## config.mk

```make
export PLATFORM = sky130hd
export DESIGN_NAME = pipelined_instruction_decoder
export DESIGN_NICKNAME = d
export VERILOG_FILES = /design/src/rtl/pipelined_instruction_decoder_pkg.sv /design/src/rtl/pipelined_instruction_decoder_decode_lut.sv /design/src/rtl/pipelined_instruction_decoder.sv
export SDC_FILE = /design/constraint.sdc
export NUM_CORES = 1
export LEC_CHECK = 0
export ABC_AREA = 0
export BUFFER_PORTS_ARGS = -buffer_cell sky130_fd_sc_hd__buf_4
export CAP_MARGIN = 5
export CORE_MARGIN = 5
export CORE_UTILIZATION = 45
export CTS_CLUSTER_DIAMETER = 80
export DETAILED_ROUTE_END_ITERATION = 10
export GPL_ROUTABILITY_DRIVEN = 0
export HOLD_SLACK_MARGIN = 0.12
export MAX_ROUTING_LAYER = met4
export PLACE_DENSITY_LB_ADDON = 0.1
export SYNTH_ARGS = -nofsm -noshare
export SYNTH_HDL_FRONTEND = slang
export SYNTH_SLANG_ARGS = --single-unit
```

## constraint.sdc

```tcl
create_clock -name clk -period 3.2 [get_ports clk]
set_input_delay 0.64 -clock clk [delete_from_list [all_inputs] [get_ports clk]]
set_output_delay 0.64 -clock clk [all_outputs]
set_load 0.005 [all_outputs]
```

## src/rtl/pipelined_instruction_decoder_pkg.sv

```systemverilog
// ============================================================================
// Module   : cpu_defs (package)
// Purpose  : Shared definitions for the pipelined ID stage: MIPS opcode and
//            funct constants, control-line encodings, the control bundle and
//            the registered decode bundle, plus register-read helpers used by
//            the load-use hazard check.
// Ports    : none (package)
// Revision : 1.0  initial release
// ============================================================================
`default_nettype none

package cpu_defs;

  // Primary opcodes
  localparam logic [5:0] OP_RTYPE = 6'h00;
  localparam logic [5:0] OP_J     = 6'h02;
  localparam logic [5:0] OP_JAL   = 6'h03;
  localparam logic [5:0] OP_BEQ   = 6'h04;
  localparam logic [5:0] OP_BNE   = 6'h05;
  localparam logic [5:0] OP_ADDI  = 6'h08;
  localparam logic [5:0] OP_ADDIU = 6'h09;
  localparam logic [5:0] OP_XORI  = 6'h0E;
  localparam logic [5:0] OP_LW    = 6'h23;
  localparam logic [5:0] OP_SW    = 6'h2B;

  // R-type funct codes
  localparam logic [5:0] FN_JR   = 6'h08;
  localparam logic [5:0] FN_ADD  = 6'h20;
  localparam logic [5:0] FN_ADDU = 6'h21;
  localparam logic [5:0] FN_SUB  = 6'h22;
  localparam logic [5:0] FN_SUBU = 6'h23;
  localparam logic [5:0] FN_AND  = 6'h24;
  localparam logic [5:0] FN_OR   = 6'h25;
  localparam logic [5:0] FN_XOR  = 6'h26;
  localparam logic [5:0] FN_SLT  = 6'h2A;

  typedef enum logic [1:0] {
    REGDST_RT = 2'd0,
    REGDST_RD = 2'd1,
    REGDST_RA = 2'd2
  } reg_dst_e;

  typedef enum logic [1:0] {
    ALUSRC_IMM = 2'd0,
    ALUSRC_PC  = 2'd1,
    ALUSRC_DB  = 2'd2
  } alu_src_e;

  typedef enum logic [2:0] {
    ALU_ADD = 3'd0,
    ALU_SUB = 3'd1,
    ALU_XOR = 3'd2,
    ALU_SLT = 3'd3,
    ALU_AND = 3'd4,
    ALU_OR  = 3'd7
  } alu_ctrl_e;

  typedef enum logic [0:0] {
    ST_RUN   = 1'b0,
    ST_STALL = 1'b1
  } state_e;

  typedef struct packed {
    reg_dst_e  reg_dst;
    logic      extend_method;
    logic      reg_wr;
    logic      branch;
    logic      jump;
    logic      mem_wr;
    logic      mem_to_reg;
    logic      dm_addr_src;
    logic      jump_reg;
    logic      inv_zero;
    alu_src_e  alu_src;
    alu_ctrl_e alu_ctrl;
  } ctrl_t;

  // All control lines inactive; used for bubbles, illegal ops and flush.
  localparam ctrl_t CTRL_NOP = '{
    reg_dst:       REGDST_RT,
    extend_method: 1'b0,
    reg_wr:        1'b0,
    branch:        1'b0,
    jump:          1'b0,
    mem_wr:        1'b0,
    mem_to_reg:    1'b0,
    dm_addr_src:   1'b0,
    jump_reg:      1'b0,
    inv_zero:      1'b0,
    alu_src:       ALUSRC_IMM,
    alu_ctrl:      ALU_ADD
  };

  typedef struct packed {
    logic        bubble;
    logic        illegal;
    ctrl_t       ctrl;
    logic [4:0]  rs;
    logic [4:0]  rt;
    logic [4:0]  rd;
    logic [15:0] imm;
    logic [25:0] jtarget;
  } bundle_t;

  // Every instruction sources rs except the absolute jumps.
  function automatic logic reads_rs(input logic [31:0] instr);
    return !((instr[31:26] == OP_J) || (instr[31:26] == OP_JAL));
  endfunction

  // rt is a source for R-type (jr only uses rs), branches and stores.
  function automatic logic reads_rt(input logic [31:0] instr);
    return ((instr[31:26] == OP_RTYPE) && (instr[5:0] != FN_JR)) ||
           (instr[31:26] == OP_BEQ) || (instr[31:26] == OP_BNE) ||
           (instr[31:26] == OP_SW);
  endfunction

endpackage

`default_nettype wire

```

## src/rtl/pipelined_instruction_decoder_decode_lut.sv

```systemverilog
// ============================================================================
// Module   : decode_lut
// Purpose  : Purely combinational opcode/funct -> control bundle lookup.
//            Unknown encodings (and the extended set when ENABLE_EXT_OPS=0)
//            produce an all-zero bundle with illegal=1.
// Ports    : opcode  in  6   instruction[31:26]
//            funct   in  6   instruction[5:0]
//            ctrl    out     decoded control bundle
//            illegal out 1   encoding not recognised
// Revision : 1.0  initial release
// ============================================================================
`default_nettype none

module decode_lut
  import cpu_defs::*;
#(
  parameter int ENABLE_EXT_OPS = 1
) (
  input  logic [5:0] opcode,
  input  logic [5:0] funct,
  output ctrl_t      ctrl,
  output logic       illegal
);

  localparam logic EXT = (ENABLE_EXT_OPS != 0);

  logic legal;

  always_comb begin
    ctrl  = CTRL_NOP;
    legal = 1'b1;
    case (opcode)
      OP_RTYPE: begin
        // Register-register ALU ops share destination and operand source.
        ctrl.reg_dst = REGDST_RD;
        ctrl.reg_wr  = 1'b1;
        ctrl.alu_src = ALUSRC_DB;
        case (funct)
          FN_ADD, FN_ADDU: ctrl.alu_ctrl = ALU_ADD;
          FN_SUB, FN_SUBU: begin ctrl.alu_ctrl = ALU_SUB; legal = EXT; end
          FN_AND:          begin ctrl.alu_ctrl = ALU_AND; legal = EXT; end
          FN_OR:           begin ctrl.alu_ctrl = ALU_OR;  legal = EXT; end
          FN_XOR:          begin ctrl.alu_ctrl = ALU_XOR; legal = EXT; end
          FN_SLT:          ctrl.alu_ctrl = ALU_SLT;
          FN_JR: begin
            ctrl          = CTRL_NOP;
            ctrl.jump_reg = 1'b1;
          end
          default:         legal = 1'b0;
        endcase
      end
      OP_ADDI, OP_ADDIU: begin
        ctrl.reg_wr = 1'b1;
      end
      OP_XORI: begin
        ctrl.reg_wr        = 1'b1;
        ctrl.extend_method = 1'b1;
        ctrl.alu_ctrl      = ALU_XOR;
        legal              = EXT;
      end
      OP_BEQ, OP_BNE: begin
        ctrl.branch   = 1'b1;
        ctrl.alu_src  = ALUSRC_DB;
        ctrl.alu_ctrl = ALU_SUB;
        ctrl.inv_zero = (opcode == OP_BNE);
      end
      OP_LW: begin
        ctrl.reg_wr     = 1'b1;
        ctrl.mem_to_reg = 1'b1;
      end
      OP_SW: begin
        ctrl.mem_wr = 1'b1;
      end
      OP_J: begin
        ctrl.jump = 1'b1;
        legal     = EXT;
      end
      OP_JAL: begin
        ctrl.reg_dst = REGDST_RA;
        ctrl.reg_wr  = 1'b1;
        ctrl.jump    = 1'b1;
        ctrl.alu_src = ALUSRC_PC;
      end
      default: legal = 1'b0;
    endcase

    if (!legal) begin
      ctrl = CTRL_NOP;
    end
    illegal = !legal;
  end

endmodule

`default_nettype wire

```

## src/rtl/pipelined_instruction_decoder.sv

```systemverilog
// ============================================================================
// Module   : pipelined_instruction_decoder
// Purpose  : Registered ID stage. Decodes one MIPS instruction per cycle into
//            a control bundle held behind a valid/ready handshake, inserts
//            LOAD_USE_BUBBLES NOPs on a load-use hazard, and supports flush.
// Ports    : clk, reset                 clock, sync active-high reset
//            if_valid/if_ready          upstream handshake
//            instruction, pc_in         incoming word and its PC+4
//            flush                      drop held/incoming instruction
//            id_valid/id_ready          downstream handshake
//            id_bubble, illegal_op      bundle qualifiers
//            RegDst..ALUcntrl           control lines
//            rs, rt, rd, imm, jtarget   instruction fields
//            pc_out                     registered pc_in
// Revision : 1.0  initial release
// ============================================================================
`default_nettype none

module pipelined_instruction_decoder
  import cpu_defs::*;
#(
  parameter int PC_W             = 32,
  parameter int LOAD_USE_BUBBLES = 1,
  parameter int ENABLE_EXT_OPS   = 1
) (
  input  logic            clk,
  input  logic            reset,
  input  logic            if_valid,
  output logic            if_ready,
  input  logic [31:0]     instruction,
  input  logic [PC_W-1:0] pc_in,
  input  logic            flush,
  output logic            id_valid,
  input  logic            id_ready,
  output logic            id_bubble,
  output logic            illegal_op,
  output logic [1:0]      RegDst,
  output logic            ExtendMethod,
  output logic            RegWr,
  output logic            Branch,
  output logic            Jump,
  output logic            MemWr,
  output logic            MemToReg,
  output logic            DMAddrsrc,
  output logic            JumpReg,
  output logic            InvZero,
  output logic [1:0]      ALUsrc,
  output logic [2:0]      ALUcntrl,
  output logic [4:0]      rs,
  output logic [4:0]      rt,
  output logic [4:0]      rd,
  output logic [15:0]     imm,
  output logic [25:0]     jtarget,
  output logic [PC_W-1:0] pc_out
);

  // Bubbles still owed after the first NOP is loaded.
  localparam logic [2:0] BUB_RELOAD = 3'(LOAD_USE_BUBBLES - 1);

  ctrl_t           dec_ctrl;
  logic            dec_illegal;
  bundle_t         dec_bundle;
  bundle_t         nop_bundle;

  logic            id_valid_q, id_valid_d;
  bundle_t         bundle_q,   bundle_d;
  logic [PC_W-1:0] pc_q,       pc_d;
  state_e          state_q,    state_d;
  logic [2:0]      cnt_q,      cnt_d;

  logic            can_load;
  logic            hazard;

  decode_lut #(
    .ENABLE_EXT_OPS(ENABLE_EXT_OPS)
  ) u_decode_lut (
    .opcode (instruction[31:26]),
    .funct  (instruction[5:0]),
    .ctrl   (dec_ctrl),
    .illegal(dec_illegal)
  );

  always_comb begin
    dec_bundle         = '0;
    dec_bundle.illegal = dec_illegal;
    dec_bundle.ctrl    = dec_ctrl;
    dec_bundle.rs      = instruction[25:21];
    dec_bundle.rt      = instruction[20:16];
    dec_bundle.rd      = instruction[15:11];
    dec_bundle.imm     = instruction[15:0];
    dec_bundle.jtarget = instruction[25:0];

    nop_bundle         = '0;
    nop_bundle.bubble  = 1'b1;
    nop_bundle.ctrl    = CTRL_NOP;
  end

  assign can_load = !id_valid_q || id_ready;

  // A held, real lw (mem_to_reg only comes from lw) whose target is read by
  // the incoming instruction. A NOP in the register never triggers, which is
  // what lets the dependent instruction through once the bubbles are done.
  assign hazard = if_valid && id_valid_q && !bundle_q.bubble &&
                  bundle_q.ctrl.mem_to_reg && (bundle_q.rt != 5'd0) &&
                  ((reads_rs(instruction) && (instruction[25:21] == bundle_q.rt)) ||
                   (reads_rt(instruction) && (instruction[20:16] == bundle_q.rt)));

  always_comb begin
    id_valid_d = id_valid_q;
    bundle_d   = bundle_q;
    pc_d       = pc_q;
    state_d    = state_q;
    cnt_d      = cnt_q;
    if_ready   = 1'b0;

    if (flush) begin
      // Swallow whatever is presented and clear the stage.
      if_ready      = 1'b1;
      id_valid_d    = 1'b0;
      bundle_d      = '0;
      bundle_d.ctrl = CTRL_NOP;
      pc_d          = '0;
      state_d       = ST_RUN;
      cnt_d         = 3'd0;
    end else begin
      case (state_q)
        ST_RUN: begin
          if_ready = can_load && !hazard;
          if (hazard && id_ready) begin
            id_valid_d = 1'b1;
            bundle_d   = nop_bundle;
            pc_d       = '0;
            cnt_d      = BUB_RELOAD;
            state_d    = (BUB_RELOAD != 3'd0) ? ST_STALL : ST_RUN;
          end else if (if_valid && if_ready) begin
            id_valid_d = 1'b1;
            bundle_d   = dec_bundle;
            pc_d       = pc_in;
          end else if (id_ready) begin
            id_valid_d = 1'b0;
          end
        end
        ST_STALL: begin
          if (id_ready) begin
            id_valid_d = 1'b1;
            bundle_d   = nop_bundle;
            pc_d       = '0;
            cnt_d      = cnt_q - 3'd1;
            if (cnt_q == 3'd1) begin
              state_d = ST_RUN;
            end
          end
        end
        default: state_d = ST_RUN;
      endcase
    end
  end

  always_ff @(posedge clk) begin
    if (reset) begin
      id_valid_q <= 1'b0;
      bundle_q   <= '0;
      pc_q       <= '0;
      state_q    <= ST_RUN;
      cnt_q      <= 3'd0;
    end else begin
      id_valid_q <= id_valid_d;
      bundle_q   <= bundle_d;
      pc_q       <= pc_d;
      state_q    <= state_d;
      cnt_q      <= cnt_d;
    end
  end

  assign id_valid     = id_valid_q;
  assign id_bubble    = bundle_q.bubble;
  assign illegal_op   = bundle_q.illegal;
  assign RegDst       = bundle_q.ctrl.reg_dst;
  assign ExtendMethod = bundle_q.ctrl.extend_method;
  assign RegWr        = bundle_q.ctrl.reg_wr;
  assign Branch       = bundle_q.ctrl.branch;
  assign Jump         = bundle_q.ctrl.jump;
  assign MemWr        = bundle_q.ctrl.mem_wr;
  assign MemToReg     = bundle_q.ctrl.mem_to_reg;
  assign DMAddrsrc    = bundle_q.ctrl.dm_addr_src;
  assign JumpReg      = bundle_q.ctrl.jump_reg;
  assign InvZero      = bundle_q.ctrl.inv_zero;
  assign ALUsrc       = bundle_q.ctrl.alu_src;
  assign ALUcntrl     = bundle_q.ctrl.alu_ctrl;
  assign rs           = bundle_q.rs;
  assign rt           = bundle_q.rt;
  assign rd           = bundle_q.rd;
  assign imm          = bundle_q.imm;
  assign jtarget      = bundle_q.jtarget;
  assign pc_out       = pc_q;

endmodule

`default_nettype wire

```

==> metrics.md, run 1 <==
| Metric | Value |
|---|---|
| Outcome | `finished clean` |
| DR vias | `roughly 3000` |
| Pins Over Slew Limit | `0` |
| PD cells | `approximately 470 nW/µm²` |
| Final wirelength | `9220 µm` |
| Arr. time, crit path | `2250 ps` |
| Syn Nets | `between 300 and 400` |
| Met2 Use GR | `0.315` |
| Die ar. | `a little over 9000 µm²` |
| Crit path buf inv count | `2` |
| GR Util met3 | `0.0579` |
| Final Hold Fails | `0` |
| Critical path's top delay family | `compound AO/OA/AOI/OAI gates` |
| R2r startpoint | `rt[1]` |
| Vias in the first global route | `approximately 2700` |
| Post-synthesis async set-or-reset flop share | `0` |
| Clock latency on the worst-skew pair | `340 ps` |
| Core area | `slightly above 7000 µm²` |
| Post-Synthesis Cells | `between 300 and 400` |
| Worst slew pin tran | `between 500 and 600 ps` |
| Worst-path fanout max | `7` |
| Initial antenna violation count | `0` |
| NumNets Final | `about 520` |
| H-tree depth | `3` |
| Peak per-stage delay on the critical path | `between 400 and 500 ps` |
| Most common cell after layout, fill and taps aside | `buf_4` |
| Vias per cell | `about 5.3` |
| Post-DP HPWL | `around 6900 µm` |
| CP Cell Sequence | `buf_4 -> or3_4 -> a211oi_2 -> o311ai_2 -> a21oi_1 -> o21bai_1 -> buf_4` |
| Gr usage total | `0.196` |
| Worst clock skew | `14.5 ps` |
| Share of layout cells above drive strength 1 | `0.450` |
| CP required | `~2600 ps` |
| CP Launch Point | `instruction[27]` |
| FF-to-FF path depth | `6` |
| Final worst path period share | `0.904` |
| Max Root-Sink Buffers | `2` |
| Hold_sp | `pc_out[26]` |
| Root Buffer | `clkbuf_8` |
| CP Capture Type | `output pin` |
| N_diodes | `0` |
| Most Used Layer, Global Route | `met2` |
| Netlist cell types | `51` |
| Maximum vdd drop | `0.260 mV` |
| Hold depth | `1` |
| Iteration-0 DRC Markers | `82` |
| Max Cap Viol | `0` |
| Ys Warns | `0` |
| Crit path launch type | `input port` |
| RSZ-0062 raised after global routing | `no` |
| Crit path max-delay cell type | `or3_4` |
| P&R area growth vs syn | `39.8%` |
| Final Setup Violations | `0` |
| Relative slew slack | `0.623` |
| IO Count | `~180` |
| Post-route antenna net violation count | `0` |
| Setup TNS | `0 ps` |
| Synth Cell Area | `approximately 3300 µm²` |
| # DRC | `0` |
| Total global routing overflow | `0` |
| Clock sink total | `between 70 and 80` |
| First-pass GRT wire length | `approximately 14000 µm` |
| Die Ht | `a little under 100 µm` |
| F_max | `between 300 and 400 MHz` |
| Pleak | `~2.2 nW` |
| # hold bufs at CTS | `0` |
| Filler instances | `620` |
| Port Buffers | `176` |
| HP Class | `flop to flop` |
| Post-CTS sizing | `0` |
| Hold_ws | `~470 ps` |
| Num CTS Buffers | `9` |
| Initial Util | `0.462` |
| Most frequent CP cell | `buf_4` |
| Commonest non-fill, non-tap cells in the layout | `buf_4, dfxtp_1, a22o_1` |
| Synth Register Bits | `slightly below 80` |
| DRT Pass-1 Iters | `4` |
| Top FF cell, synth | `dfxtp_1` |
| Avg WL per Cell | `approximately 17 µm` |
| Die X | `96.3 µm` |
| # Post-CTS Setup Buffers | `0` |
| Crit path depth | `7` |
| EDFF count, synth | `0` |
| Reg clk slew, reported paths | `approximately 70 ps` |
| TritonCTS clock tree | `done` |
| Global Route met1 Usage | `0.234` |
| Crit Path Class | `input port to output pin` |
| Syn Area/Cell | `10.7 µm²` |
| Sequential-to-total area share from yosys stat | `0.472` |
| # rows | `31` |
| Largest net degree at the start of global routing | `between 60 and 70` |
| Min Clock Period, post-route | `2890 ps` |
-- registers in the layout (all words and copies together), names as in the netlist, 2 cells and up --
signal / cells
ALUsrc: 2
rd: 4
rt: 4
pc_out: 32
cnt_q: 3
ALUcntrl: 3
imm: 11
jtarget: 2
rs: 5
-- area by class of cell --
class / instances / area, µm² / share of cell area
Clock inverter: 6 / 85.1 / 0.0182
Sequential cell: 79 / 1580 / 0.338
Timing Repair Buffer: 181 / 1380 / 0.296
Multi-Input combinational cell: 170 / 1340 / 0.287
Inverter: 10 / 37.5 / 0.00802
Clock buffer: 10 / 128 / 0.0273
Tap cell: 99 / 124 / 0.0265
-- path summary, 6_finish.rpt --
check                                   to  slack, ps
worst max-delay path              if_ready        310
worst min-delay path            pc_out[26]        470
worst min register to register  pc_out[26]        470
worst max register to register       rd[3]        940
-- cells in the mapped netlist, types with 3 or more instances --
cell | n | area [µm²]
xor2_1 | 9 | 78.8
o21bai_1 | 3 | 22.5
a22o_1 | 65 | 569
nand2_1 | 6 | 22.5
dfxtp_1 | 79 | 1580
a32o_1 | 7 | 70.1
a21oi_1 | 4 | 20.0
buf_2 | 3 | 15.0
clkbuf_1 | 11 | 41.3
a31oi_1 | 5 | 31.3
inv_1 | 10 | 37.5
o21ai_0 | 6 | 30.0
nor2_1 | 10 | 37.5
buf_4 | 33 | 248
buf_6 | 8 | 90.1
xnor2_1 | 3 | 26.3
nor3_1 | 5 | 25.0
a21o_1 | 3 | 22.5
-- logic make-up (layout without fill, tap and decap cells) --
| family | count (synthesis) | in the layout | share of synthesized area |
|---|---|---|---|
| AO/OA/AOI/OAI | 111 | 111 | 0.280 |
| XOR/XNOR | 12 | 12 | 0.0314 |
| adder cells (fa/ha/maj) | 2 | 2 | 0.00747 |
| buffers and inverters | 65 | 207 | 0.129 |
| flip-flops | 79 | 79 | 0.472 |
| other | 1 | 1 | 0.00112 |
| AND/OR/NAND/NOR | 44 | 44 | 0.0788 |
-- per-layer routing --
layer,vias up,wire length (µm)
met4,0,94
met3,9,850
met5,-,0
met2,124,4480
li1,1421,-
met1,1394,3800
-- power by group --
part           switching, mW  total (mW)  leakage, nW  internal (mW)
sequential            0.0374        1.07        0.646           1.03
clock                  0.353       0.790        0.102          0.437
combinational          0.135       0.331         1.46          0.197
-- metrics by stage --
| stage | instances | power, mW | util | setup slack, ps | instance area (µm²) |
|---|---|---|---|---|---|
| finish | 555 | 2.19 | 0.646 | 307 | 4680 |
| global route | 555 | 2.29 | 0.646 | 223 | 4680 |
| CTS | 555 | 2.21 | 0.646 | 319 | 4680 |
| detailed placement | 539 | 1.42 | 0.616 | 340 | 4470 |
| global placement | 539 | 1.42 | 0.616 | 359 | 4470 |
| floorplan | 314 | 1.25 | - | 586 | 3350 |
Note: power is estimated with default switching activity, not from simulation.
==> run 2, diff against run 1 <==
--- a/config.mk
+++ b/config.mk
@@ -16,6 +16,7 @@
 export HOLD_SLACK_MARGIN = 0.12
 export MAX_ROUTING_LAYER = met4
 export PLACE_DENSITY_LB_ADDON = 0.1
+export REMOVE_ABC_BUFFERS = 1
 export SYNTH_ARGS = -nofsm -noshare
 export SYNTH_HDL_FRONTEND = slang
 export SYNTH_SLANG_ARGS = --single-unit
==> run 2 against run 1 <==
Fmax grew 2.1%. Sequential share of layout area increased by 0.31 points. Clock power fell by 12%. Sequential power about the same. Total power decreased by 4.7%. Die area did not move. Cell count shrank 0.18%. Largest cell class unchanged. Largest power group unchanged.
==> metrics.md, run 2 (same netlist as run 1, synthesis figures left out) <==
| Metric | Value |
|---|---|
| Vias in the first global route | `2828 (+3.3%)` |
| Global Route met1 Usage | `0.251 (+0.0169)` |
| P&R area growth vs syn | `38.6%` |
| Iteration-0 DRC Markers | `117 (+43%)` |
| Reg clk slew, reported paths | `70 ps (about the same)` |
| First-pass GRT wire length | `13700 µm (+0.76%)` |
| Post-CTS sizing | `0 (unchanged)` |
| Pleak | `2.20 nW (-0.45%)` |
| # rows | `31 (unchanged)` |
| Total global routing overflow | `0 (unchanged)` |
| Port Buffers | `176 (unchanged)` |
| Num CTS Buffers | `9 (unchanged)` |
| Die ar. | `9270 µm² (unchanged)` |
| Met2 Use GR | `0.297 (-0.0178)` |
| Most common cell after layout, fill and taps aside | `buf_4` |
| Max Root-Sink Buffers | `2 (unchanged)` |
| Final wirelength | `9080 µm (-1.6%)` |
| Crit path launch type | `input port` |
| Relative slew slack | `0.516 (-0.107)` |
| Post-DP HPWL | `6600 µm (-4.0%)` |
| Int Power | `1.57 mW (-5.8%)` |
| DRT Pass-1 Iters | `5 (+1)` |
| Worst clock skew | `13.8 ps (-0.759 ps)` |
| Min Clock Period, post-route | `2830 ps (-59.7 ps)` |
| Crit Path Class | `input port to output pin` |
| Design Area, Final | `4640 µm² (-0.91%)` |
| CP required | `2560 ps (about the same)` |
| IO Count | `178 (unchanged)` |
| PD cells | `450 nW/µm² (-3.8%)` |
| Most Used Layer, Global Route | `met2` |
| # Post-CTS Setup Buffers | `0 (unchanged)` |
| Maximum vdd drop | `0.226 mV (-13%)` |
| Pins Over Slew Limit | `0 (unchanged)` |
| Final Hold Fails | `0 (unchanged)` |
| Avg WL per Cell | `16.4 µm (-1.4%)` |
| NumNets Final | `522 (unchanged)` |
| Largest net degree at the start of global routing | `73 (+20%)` |
| Root Buffer | `clkbuf_8` |
| Clock power frac | `0.333 (-0.028)` |
| CP Capture Type | `output pin` |
| Clock sink total | `79 (unchanged)` |
| Share of power burned in registers | `0.511 (+0.023)` |
| Worst slew pin tran | `726 ps (+168 ps)` |
| Final Setup Violations | `0 (unchanged)` |
| Max Cap Viol | `0 (unchanged)` |
| Share of layout cells above drive strength 1 | `0.448 (-0.00121)` |
| Gr usage total | `0.195 (-0.000805)` |
| Vias per cell | `5.18 (-2.4%)` |
| Max reg flops | `32 (unchanged)` |
| Arr. time, crit path | `2190 ps (-60 ps)` |
| Switching power total | `0.519 mW (-1.2%)` |
| Combinational share of power | `0.156 (+0.005)` |
| Switching Share | `0.249 (+0.00867)` |
| Initial Util | `0.462 (unchanged)` |
| Clock latency on the worst-skew pair | `340 ps (about the same)` |
| F_max | `353 MHz (+2.1%)` |
| Post-route antenna net violation count | `0 (unchanged)` |
| N_diodes | `0 (unchanged)` |
| HP Class | `flop to flop` |
| Core area | `7250 µm² (unchanged)` |
| # DRC | `0 (unchanged)` |
| Pwr Total | `2.09 mW (-4.7%)` |
| Commonest non-fill, non-tap cells in the layout | `buf_4, dfxtp_1, a22o_1` |
| Dpl cell area | `4460 µm² (-0.28%)` |
| DR vias | `2872 (-2.6%)` |
| Die X | `96.3 µm (unchanged)` |
| # hold bufs at CTS | `0 (unchanged)` |
| Worst-path fanout max | `7 (unchanged)` |
| Die Ht | `96.3 µm (unchanged)` |
| Final worst path period share | `0.885 (-0.0186)` |
| TritonCTS clock tree | `done` |
| GR Util met3 | `0.0555 (-0.00235)` |
| H-tree depth | `3 (unchanged)` |
| Initial antenna violation count | `0 (unchanged)` |
| Outcome | `finished clean` |
| RSZ-0062 raised after global routing | `no` |
==> run 2: path summary, 6_finish.rpt <==
check | slack (ps) | startpoint | to | cells past startpoint
max reg2reg | 780 | rt[1] | RegWr | 6
max | 370 | instruction[27] | if_ready | 7
min reg2reg | 480 | InvZero | InvZero | 1
min | 480 | InvZero | InvZero | 1
==> run 2: metal layers <==
| layer | wire, µm | vias up |
|---|---|---|
| li1 | - | 1413 |
| met1 | 3910 | 1338 |
| met2 | 4370 | 108 |
| met3 | 689 | 13 |
| met4 | 103 | 0 |
| met5 | 0 | - |
==> run 2: layout make-up <==
| class | count | area [µm²] |
|---|---|---|
| fillers | 602 | 2610 |
| flip-flops and latches | 79 | 1580 |
| repair buffers | 181 | 1370 |
| multi-input cells | 170 | 1340 |
| clock buffers | 13 | 169 |
| well taps | 99 | 124 |
| inverters | 10 | 37.5 |
| clock inverters | 2 | 13.8 |
==> run 2: worst max-delay path: stages <==
cell and delay [ps]:
buf_4 130, or3_4 410, a211oi_2 320, o311ai_2 200, a21oi_1 240, o21bai_1 100
buf_4 140
==> run 2: metrics by stage <==
step | setup WS (ps) | std cells | TNS, ps | util | hold slack, ps
final | 367 | 554 | 0 | 0.640 | 475
after global routing | 193 | 554 | 0 | 0.640 | 498
after detailed placement | 348 | 539 | 0 | 0.614 | 459
after CTS | 342 | 554 | 0 | 0.640 | 477
after floorplan | -478 | 259 | -30160 | - | 447
after global placement | 397 | 539 | 0 | 0.614 | 451
==> run 2: power by group through the flow <==
stage / sequential, mW / clock (mW) / combinational, mW
finish: 1.07 / 0.694 / 0.326
CTS: 1.07 / 0.705 / 0.330
detailed placement: 1.09 / 0 / 0.330
global route: 1.07 / 0.755 / 0.355
global placement: 1.09 / 0 / 0.324
floorplan: 1.09 / 0 / 0.104
==> run 3, diff against run 2 <==
--- a/config.mk
+++ b/config.mk
@@ -8,8 +8,10 @@
 export ABC_AREA = 0
 export BUFFER_PORTS_ARGS = -buffer_cell sky130_fd_sc_hd__buf_4
 export CAP_MARGIN = 5
+export CORE_ASPECT_RATIO = 0.8
 export CORE_MARGIN = 5
 export CORE_UTILIZATION = 45
+export CTS_BUF_LIST = sky130_fd_sc_hd__clkbuf_4 sky130_fd_sc_hd__clkbuf_8
 export CTS_CLUSTER_DIAMETER = 80
 export DETAILED_ROUTE_END_ITERATION = 10
 export GPL_ROUTABILITY_DRIVEN = 0
==> run 3 against run 2 <==
Clock power grew 16%. Setup slack worse by 43 ps. Routed wire length barely moved. Cell count down 1.3%. Largest cell class unchanged.
==> metrics.md, run 3 (same netlist as run 1, synthesis figures left out) <==
| Metric | Value |
|---|---|
| Min Clock Period, post-route | `2880 ps (+42.7 ps)` |
| Relative slew slack | `0.631 (+0.115)` |
| Core Util, Final | `0.638 (-0.00140)` |
| # rows | `28 (-9.7%)` |
| Initial Util | `0.457 (-0.00434)` |
| Post-DP HPWL | `6800 µm (+2.9%)` |
| Crit Path Class | `input port to output pin` |
| Reg clk slew, reported paths | `70 ps (about the same)` |
| CP Capture Type | `output pin` |
| TritonCTS clock tree | `done` |
| Pins Over Slew Limit | `0 (unchanged)` |
| Outcome | `finished clean` |
| Avg WL per Cell | `16.6 µm (+1.3%)` |
| Total global routing overflow | `0 (unchanged)` |
| Vias per cell | `5.39 (+4.0%)` |
| Initial antenna violation count | `0 (unchanged)` |
| PD cells | `470 nW/µm² (+4.6%)` |
| P&R area growth vs syn | `39.6%` |
| Port Buffers | `176 (unchanged)` |
| Largest net degree at the start of global routing | `44 (-40%)` |
| Most common cell after layout, fill and taps aside | `buf_4` |
| Crit path max-delay cell type | `or3_4` |
| DRT Pass-1 Iters | `4 (-1)` |
| Final Setup Violations | `0 (unchanged)` |
| Iteration-0 DRC Markers | `124 (+6.0%)` |
| Clock sink total | `79 (unchanged)` |
| Max Cap Viol | `0 (unchanged)` |
| Peak per-stage delay on the critical path | `420 ps (about the same)` |
| NumNets Final | `523 (+0.19%)` |
| Die Ht | `87.2 µm (-9.5%)` |
| Final wirelength | `9080 µm (about the same)` |
| Final worst path period share | `0.899 (+0.0133)` |
| Dpl cell area | `4450 µm² (about the same)` |
| Die ar. | `9280 µm² (+0.11%)` |
| DR vias | `2950 (+2.7%)` |
| # Post-CTS Setup Buffers | `0 (unchanged)` |
| Setup WS post-layout | `324 ps (-42.7 ps)` |
| N_diodes | `0 (unchanged)` |
| Post-route antenna net violation count | `0 (unchanged)` |
| Worst-path fanout max | `7 (unchanged)` |
| # DRC | `0 (unchanged)` |
| Max Root-Sink Buffers | `2 (unchanged)` |
| Gr usage total | `0.194 (-0.000978)` |
| Setup WS pre-CTS | `343 ps (-5.42 ps)` |
| RSZ-0062 raised after global routing | `no` |
| HP Class | `flop to flop` |
| CP required | `2560 ps (about the same)` |
| Share of layout cells above drive strength 1 | `0.453 (+0.00460)` |
| Pleak | `2.22 nW (+0.96%)` |
| Commonest non-fill, non-tap cells in the layout | `buf_4, dfxtp_1, a22o_1` |
| Max reg flops | `32 (unchanged)` |
| # hold bufs at CTS | `0 (unchanged)` |
| First-pass GRT wire length | `14100 µm (+2.7%)` |
| Design Area, Final | `4670 µm² (+0.73%)` |
| Worst slew pin tran | `539 ps (-186 ps)` |
| Crit path buf inv count | `2 (unchanged)` |
| Num CTS Buffers | `9 (unchanged)` |
| Hold_ws | `476 ps (+0.491 ps)` |
| H-tree depth | `3 (unchanged)` |
| CP Cell Sequence | `buf_4 -> or3_4 -> a211oi_2 -> o311ai_2 -> a21oi_1 -> o21bai_1 -> buf_4` |
| Die X | `106 µm (+11%)` |
| Post-CTS sizing | `0 (unchanged)` |
| Vias in the first global route | `2787 (-1.4%)` |
| F_max | `348 MHz (-1.5%)` |
| Critical path's top delay family | `compound AO/OA/AOI/OAI gates` |
| Most frequent CP cell | `buf_4` |
| Arr. time, crit path | `2240 ps (+50 ps)` |
| Maximum vdd drop | `0.232 mV (+2.8%)` |
| Core area | `7320 µm² (+0.95%)` |
| Worst clock skew | `8.05 ps (-5.71 ps)` |
| IO Count | `178 (unchanged)` |
| Root Buffer | `clkbuf_8` |
| Final Hold Fails | `0 (unchanged)` |
| Clock latency on the worst-skew pair | `340 ps (about the same)` |
| Crit path launch type | `input port` |
==> run 3: cell count changes in the layout (fill, tap and decap cells not counted), sizes merged <==
cell | before | now
buf | 181 | 182
bufinv | 0 | 2
clkbuf | 13 | 11
clkinvlp | 0 | 1
==> run 3: path summary, 6_finish.rpt <==
path / to / start / cells past startpoint / slack (ps)
worst max register to register: pc_out[31] / rt[1] / 6 / 990
worst max-delay path: if_ready / instruction[27] / 7 / 320
worst min register to register: illegal_op / illegal_op / 1 / 480
worst min-delay path: illegal_op / illegal_op / 1 / 480
==> run 3: power breakdown <==
| part | internal, mW | switching [mW] | total, mW | leakage (nW) |
|---|---|---|---|---|
| Clock | 0.458 | 0.344 | 0.802 | 0.111 |
| Sequential | 1.03 | 0.0358 | 1.07 | 0.646 |
| Combinational | 0.196 | 0.133 | 0.329 | 1.46 |
==> run 3: metrics by stage <==
stage / std cells / power [mW] / setup TNS (ps)
global route: 547 / 2.31 / 0
CTS: 547 / 2.23 / 0
global placement: 531 / 1.42 / 0
floorplan: 259 / 1.20 / -30160
finish: 547 / 2.20 / 0
detailed placement: 531 / 1.42 / 0
==> run 3: layer usage <==
layer	GRT usage	part of all wire	vias to the layer above
met3	0.0519	0.075	6
li1	-	-	1423
met5	-	0	-
met1	0.253	0.44	1401
met2	0.296	0.48	120
met4	0.0616	0.0085	0
==> run 3: cell type report <==
cell class	count	area (µm²)
inverters	10	37.5
multi-input cells	170	1340
clock buffers	11	139
clock inverters	5	81.3
repair buffers	182	1380
flip-flops and latches	79	1580
fillers	604	2650
well taps	90	113
